### config.mk
export PLATFORM = sky130hd
export DESIGN_NAME = instruction_fetch_unit
export DESIGN_NICKNAME = d
export VERILOG_FILES = /design/src/rtl/instruction_fetch_unit.sv
export SDC_FILE = /design/constraint.sdc
export NUM_CORES = 1
export LEC_CHECK = 0
export CORE_MARGIN = 3
export CORE_UTILIZATION = 50
export DETAILED_ROUTE_END_ITERATION = 16
export DONT_BUFFER_PORTS = 1
export GPL_TIMING_DRIVEN = 0
export SKIP_CTS_REPAIR_TIMING = 1
export SLEW_MARGIN = 20
export SYNTH_ARGS = -nofsm -noshare
export SYNTH_HDL_FRONTEND = slang
export SYNTH_SLANG_ARGS = --single-unit
### constraint.sdc
create_clock -name clk -period 4.6 [get_ports clk]
set_input_delay 1.15 -clock clk [delete_from_list [all_inputs] [get_ports clk]]
set_output_delay 1.15 -clock clk [all_outputs]
set_load 0.02 [all_outputs]
### src/rtl/instruction_fetch_unit.sv
// Instruction fetch unit: owns the PC, fetches words over a req/valid handshake,
// presents each word to the decoder and waits for the redirect decision.
module instruction_fetch_unit #(
  parameter logic [31:0] RESET_PC = 32'h0000_0000
) (
  input  logic        clk,
  input  logic        rst,
  output logic        imem_req,
  output logic [31:0] imem_addr,
  input  logic [31:0] imem_rdata,
  input  logic        imem_valid,
  output logic [31:0] instruction,
  output logic        instr_valid,
  input  logic        resolve_valid,
  input  logic [1:0]  jump_mux_signal,
  input  logic        branch_taken,
  input  logic [31:0] jump_offset,
  input  logic [31:0] jump_reg,
  input  logic        stall,
  output logic [31:0] pc,
  output logic        halted,
  output logic [31:0] retired_count,
  output logic [1:0]  dbg_state
);

  typedef enum logic [1:0] {
    IDLE  = 2'd0,
    FETCH = 2'd1,
    ISSUE = 2'd2,
    HALT  = 2'd3
  } state_t;

  state_t      state;
  logic [31:0] pc_plus4;
  logic [31:0] next_pc;
  logic        resolve_fire;
  logic        unused_bits;

  // Handshakes: imem_req stays high for the whole FETCH state and a word is
  // taken only on a cycle where imem_valid=1 while in FETCH. On the decoder
  // side instr_valid marks a held word; it is consumed on a cycle with
  // resolve_valid=1 and stall=0 while in ISSUE. Both are ignored elsewhere.
  assign imem_req     = (state == FETCH);
  assign imem_addr    = pc;
  assign dbg_state    = state;
  assign pc_plus4     = pc + 32'd4;
  assign resolve_fire = resolve_valid && !stall;
  assign unused_bits  = ^{jump_offset[31:30], jump_reg[1:0]};

  always_comb begin
    next_pc = pc_plus4;
    case (jump_mux_signal)
      2'd0: next_pc = pc_plus4;
      2'd1: next_pc = branch_taken ? (pc + {jump_offset[29:0], 2'b00}) : pc_plus4;
      2'd2: next_pc = {jump_reg[31:2], 2'b00};
      2'd3: next_pc = {pc[31:18], jump_offset[15:0], 2'b00};
      default: next_pc = pc_plus4;
    endcase
  end

  always_ff @(posedge clk or posedge rst) begin
    if (rst) begin
      state         <= IDLE;
      pc            <= RESET_PC;
      instruction   <= 32'd0;
      instr_valid   <= 1'b0;
      halted        <= 1'b0;
      retired_count <= 32'd0;
    end else begin
      case (state)
        IDLE: state <= FETCH;
        FETCH: begin
          if (imem_valid) begin
            instruction <= imem_rdata;
            // Opcode 0 is the halt encoding; the word is kept for inspection.
            if (imem_rdata[31:26] == 6'd0) begin
              state  <= HALT;
              halted <= 1'b1;
            end else begin
              state       <= ISSUE;
              instr_valid <= 1'b1;
            end
          end
        end
        ISSUE: begin
          if (resolve_fire) begin
            pc            <= next_pc;
            retired_count <= retired_count + 32'd1;
            instr_valid   <= 1'b0;
            state         <= FETCH;
          end
        end
        HALT: begin
          instr_valid <= 1'b0;
          halted      <= 1'b1;
        end
        default: state <= IDLE;
      endcase
    end
  end

endmodule

==> impl_metrics.prom <==
# TYPE chip_impl_metric gauge
chip_impl_metric{name="crit_path_max_incr_delay",unit="ps"} 410
chip_impl_metric{name="power.density",unit="nW/um^2"} 517
chip_impl_metric{name="routabilityCongestion",unit=""} 0.923
chip_impl_metric{name="required_time_at_the_endpoint_of_the_critical_path",unit="ps"} 4840
chip_impl_metric{name="drc",unit=""} 0
chip_impl_metric{name="critical_path_peak_fanout",unit=""} 4
chip_impl_metric{name="peakVddDrop",unit="mV"} 0.299
chip_impl_info{name="critical_setup_path_class",value="input pin to register"} 1
chip_impl_metric{name="synth.top_cell.area_share",unit="%"} 34.8
chip_impl_info{name="startpoint",value="jump_offset[0]"} 1
chip_impl_info{name="crit_path_cell_trace",value="ha_1 > inv_1 > fa_1 > nand2b_1 > a21oi_1 > o211ai_1 > a211oi_2 > a31oi_1 > a41oi_1 > nand3_1 > mux2i_1 > o32a_1"} 1
chip_impl_metric{name="power.share.switching",unit="%"} 46.6
chip_impl_metric{name="mappedNetlistArea",unit="um^2"} 7040
chip_impl_metric{name="clk_pin_slew_worst_paths",unit="ps"} 70
chip_impl_metric{name="first_global_vias",unit=""} 6169
chip_impl_metric{name="synthesis.yosys.warnings",unit=""} 0
chip_impl_metric{name="slew_viol_final",unit=""} 0
chip_impl_metric{name="crit_cells",unit=""} 12
chip_impl_info{name="crit-reg2reg-launch",value="imem_addr[2]"} 1
chip_impl_metric{name="synth.yosys.seq_area_share",unit="%"} 34.8
chip_impl_metric{name="hold_ws",unit="ps"} 616
chip_impl_metric{name="tritoncts.num_buffers",unit=""} 9
chip_impl_metric{name="worst-endpoint-arrival",unit="ps"} 4220
chip_impl_info{name="post-synth-top-area-cell",value="dfrtp_1"} 1
chip_impl_metric{name="netlist_instances",unit=""} 849
chip_impl_info{name="outcome",value="complete, no violations"} 1
chip_impl_metric{name="static-leakage-power",unit="nW"} 3.48
chip_impl_info{name="dominantRegCellSynth",value="dfrtp_1"} 1
chip_impl_metric{name="detailed_routing_iterations_pass_1",unit=""} 6
chip_impl_metric{name="worst_skew_pair.late_latency",unit="ps"} 350
chip_impl_metric{name="instances_no_fill",unit=""} 1045
chip_impl_metric{name="detail_route.wl_per_cell",unit="um"} 20.6
chip_impl_metric{name="p_int",unit="mW"} 2.10
chip_impl_info{name="synth_commonest_cells",value="175 x nand2_1, 98 x dfrtp_1, 61 x o21ai_0"} 1
chip_impl_metric{name="p_switching",unit="mW"} 1.83
chip_impl_info{name="post_synth_main_area_contributors",value="dfrtp_1 35%, nand2_1 9.3%, xnor2_1 5.6%, ha_1 5.5%, o21ai_0 4.3%"} 1
chip_impl_info{name="timing.critical_path.from_type",value="input pin"} 1
chip_impl_metric{name="maxCapViolations",unit=""} 0
chip_impl_info{name="reg_to_reg_critical_path_endpoint",value="imem_addr[28]"} 1
chip_impl_metric{name="dp.final_hpwl",unit="um"} 16600
chip_impl_info{name="holdCritPathClass",value="register to register"} 1
chip_impl_metric{name="r2r_setup_slack",unit="ps"} 670
chip_impl_metric{name="area_growth",unit="%"} 7.93
chip_impl_metric{name="post-place-cells",unit=""} 1029
chip_impl_metric{name="finalHoldViolations",unit=""} 0
chip_impl_metric{name="grt_first_pass_wirelength",unit="um"} 33700
chip_impl_metric{name="port-buffer-count",unit=""} 0
chip_impl_metric{name="vias_per_cell",unit=""} 6.13
chip_impl_metric{name="vias",unit=""} 6404
chip_impl_metric{name="ant_nets",unit=""} 0
chip_impl_metric{name="dieHeight",unit="um"} 125
chip_impl_metric{name="pwr-share-seq",unit="%"} 43.2
chip_impl_metric{name="io-pin-count",unit=""} 237
chip_impl_metric{name="critPathBufInv",unit=""} 1
chip_impl_metric{name="rows",unit=""} 42
chip_impl_metric{name="finalWirelength",unit="um"} 21600
chip_impl_metric{name="clk_path_buf_depth",unit=""} 2
chip_impl_metric{name="ctsHtreeMaxLevel",unit=""} 3
chip_impl_metric{name="power_frac_clock",unit="%"} 19.4
chip_impl_metric{name="die_w",unit="um"} 125
chip_impl_metric{name="clock-skew-final",unit="ps"} 8.66
chip_impl_metric{name="n_antenna_cell",unit=""} 0
chip_impl_metric{name="synth-edff-count",unit=""} 0
chip_impl_metric{name="final_util",unit="%"} 56.3
chip_impl_metric{name="finalSetupViolations",unit=""} 0
chip_impl_metric{name="fp.dieArea",unit="um^2"} 15500
chip_impl_metric{name="largest_net_degree_at_the_start_of_global_routing",unit=""} 66
chip_impl_metric{name="post_route_cells_drive_above_1_share",unit="%"} 8.86
chip_impl_metric{name="core_area",unit="um^2"} 13500
chip_impl_metric{name="period_needed",unit="ps"} 3980
chip_impl_metric{name="avgSynthCellArea",unit="um^2"} 8.29
chip_impl_info{name="clockRootBuffer",value="clkbuf_16"} 1
chip_impl_info{name="setup.worst_path.end_class",value="register"} 1
chip_impl_info{name="grt_setup_unrepaired",value="false"} 1
chip_impl_metric{name="slew_headroom",unit="%"} 41.5
chip_impl_metric{name="grt_overflow_total",unit=""} 0
chip_impl_metric{name="power_frac_comb",unit="%"} 37.3
chip_impl_info{name="most_common_cell_in_the_netlist",value="nand2_1"} 1
chip_impl_info{name="crit_end",value="imem_addr[28]"} 1
chip_impl_metric{name="dr.first_iter.drc_count",unit=""} 514
chip_impl_metric{name="fmax",unit="MHz"} 252
chip_impl_metric{name="initial_antenna_violation_count",unit=""} 0
chip_impl_metric{name="async_reset_ff_share",unit="%"} 100
chip_impl_metric{name="layout_worst_path_cycle_share",unit="%"} 86.4
chip_impl_metric{name="worst-slew-pin-transition",unit="ps"} 876
chip_impl_metric{name="synth.ff_latch_count",unit=""} 98
chip_impl_metric{name="initial_utilization",unit="%"} 52.1
chip_impl_metric{name="yosysUniqueCellTypes",unit=""} 70
chip_impl_info{name="cts_tree",value="yes"} 1
chip_impl_info{name="path_delay_family",value="compound AO/OA/AOI/OAI gates"} 1
chip_impl_info{name="crit_path_top_delay_cell",value="a211oi_2"} 1
chip_impl_metric{name="clock_sink_count",unit=""} 98
chip_impl_metric{name="grtUsageTotal",unit="%"} 26.8
chip_impl_metric{name="layout.nets",unit=""} 1000
chip_impl_metric{name="r2r.worst_path.cells",unit=""} 12
through the flow:
step                setup WS (ps)  power [mW]  TNS, ps  instance area [um^2]
finish                        624        3.93        0                  7600
global route                  503        4.16        0                  7600
CTS                           649        3.93        0                  7600
detailed placement            308        3.17        0                  7300
global placement             -231        3.12   -22160                  7270
floorplan                     888        2.80        0                  7050
placed cells by master (no fill, tap or decap), types with 4 or more instances in the layout:
cell type,instances
mux2_2,4
xnor2_1,45
nor3_1,16
o211ai_1,8
ha_1,31
mux2i_1,7
and3_1,22
o21ai_0,61
clkbuf_1,29
conb_1,4
a21o_1,15
nand3b_1,4
a31oi_1,8
buf_4,34
nand2b_1,8
clkbuf_16,9
dfrtp_1,98
o21a_1,5
a211oi_1,7
nand4_1,13
and4_1,6
and2_1,5
nor2_1,46
inv_1,16
o21bai_1,6
inv_6,4
a21oi_1,45
nand3_1,28
nand2_1,175
xor2_1,23
o22ai_1,4
a221oi_1,6
nor2b_1,8
power groups by stage:
stage          Sequential [mW]  Combinational [mW]  Clock, mW
2_1_floorplan             1.59                1.20          0
3_3_place_gp              1.71                1.41          0
3_5_place_dp              1.72                1.45          0
4_1_cts                   1.70                1.46      0.773
5_1_grt                   1.74                1.62      0.809
6_report                  1.70                1.47      0.764
final cells by class:
| class | count | area, um^2 |
|---|---|---|
| clock inverter | 6 | 55.1 |
| inverter | 17 | 68.8 |
| timing repair buffer | 1 | 27.5 |
| sequential | 98 | 2450 |
| tap | 176 | 220 |
| fill | 1306 | 5910 |
| buffer | 70 | 395 |
| clock buffer | 10 | 239 |
| multi-input combinational | 667 | 4140 |
kinds of logic (layout without fill, tap and decap cells):
group / count (synthesis) / count (layout) / synth area share (%)
DFF: 98 / 98 / 34.8
other: 1 / 4 / 0.0533
xor gates and xnor gates: 68 / 68 / 8.46
AOI/OAI and AO/OA: 210 / 210 / 20.1
and+or+nand+nor: 342 / 342 / 22.6
muxes: 11 / 11 / 1.64
adders and majority gates: 32 / 32 / 5.79
buffers and inverters: 87 / 104 / 6.52
worst register-to-register path: stages, from the launching register on:
cell and delay, ps:
dfrtp_1 640, ha_1 300, inv_1 70, fa_1 400
nand2b_1 200, a21oi_1 280, o211ai_1 230, a211oi_2 420
a31oi_1 270, a41oi_1 370, nand3_1 150, mux2i_1 140
o32a_1 340
flip-flops by register name, summed over array words and instances (netlist names):
| signal | count |
|---|---|
| halted | 1 |
| retired_count | 32 |
| instr_valid | 1 |
| dbg_state | 2 |
| instruction | 32 |
| imem_addr | 30 |
layer usage:
layer	wire [um]	global-route usage (%)	vias to the layer above	share of wire (%)
met5	0	0	-	0
met4	578	9.16	0	2.7
met3	2050	8.32	40	9.5
met2	10200	44.0	304	47
met1	8770	33.4	3067	41
li1	-	-	2993	-
worst min-delay path by stage:
stage | start | endpoint | depth (start not counted)
CTS | retired_count[31] | retired_count[31] | 1
floorplan | halted | halted | 1
global placement | retired_count[31] | retired_count[31] | 1
finish | retired_count[31] | retired_count[31] | 1
global route | rst | halted | 1
detailed placement | retired_count[31] | retired_count[31] | 1
(Power assumes the default switching activity.)
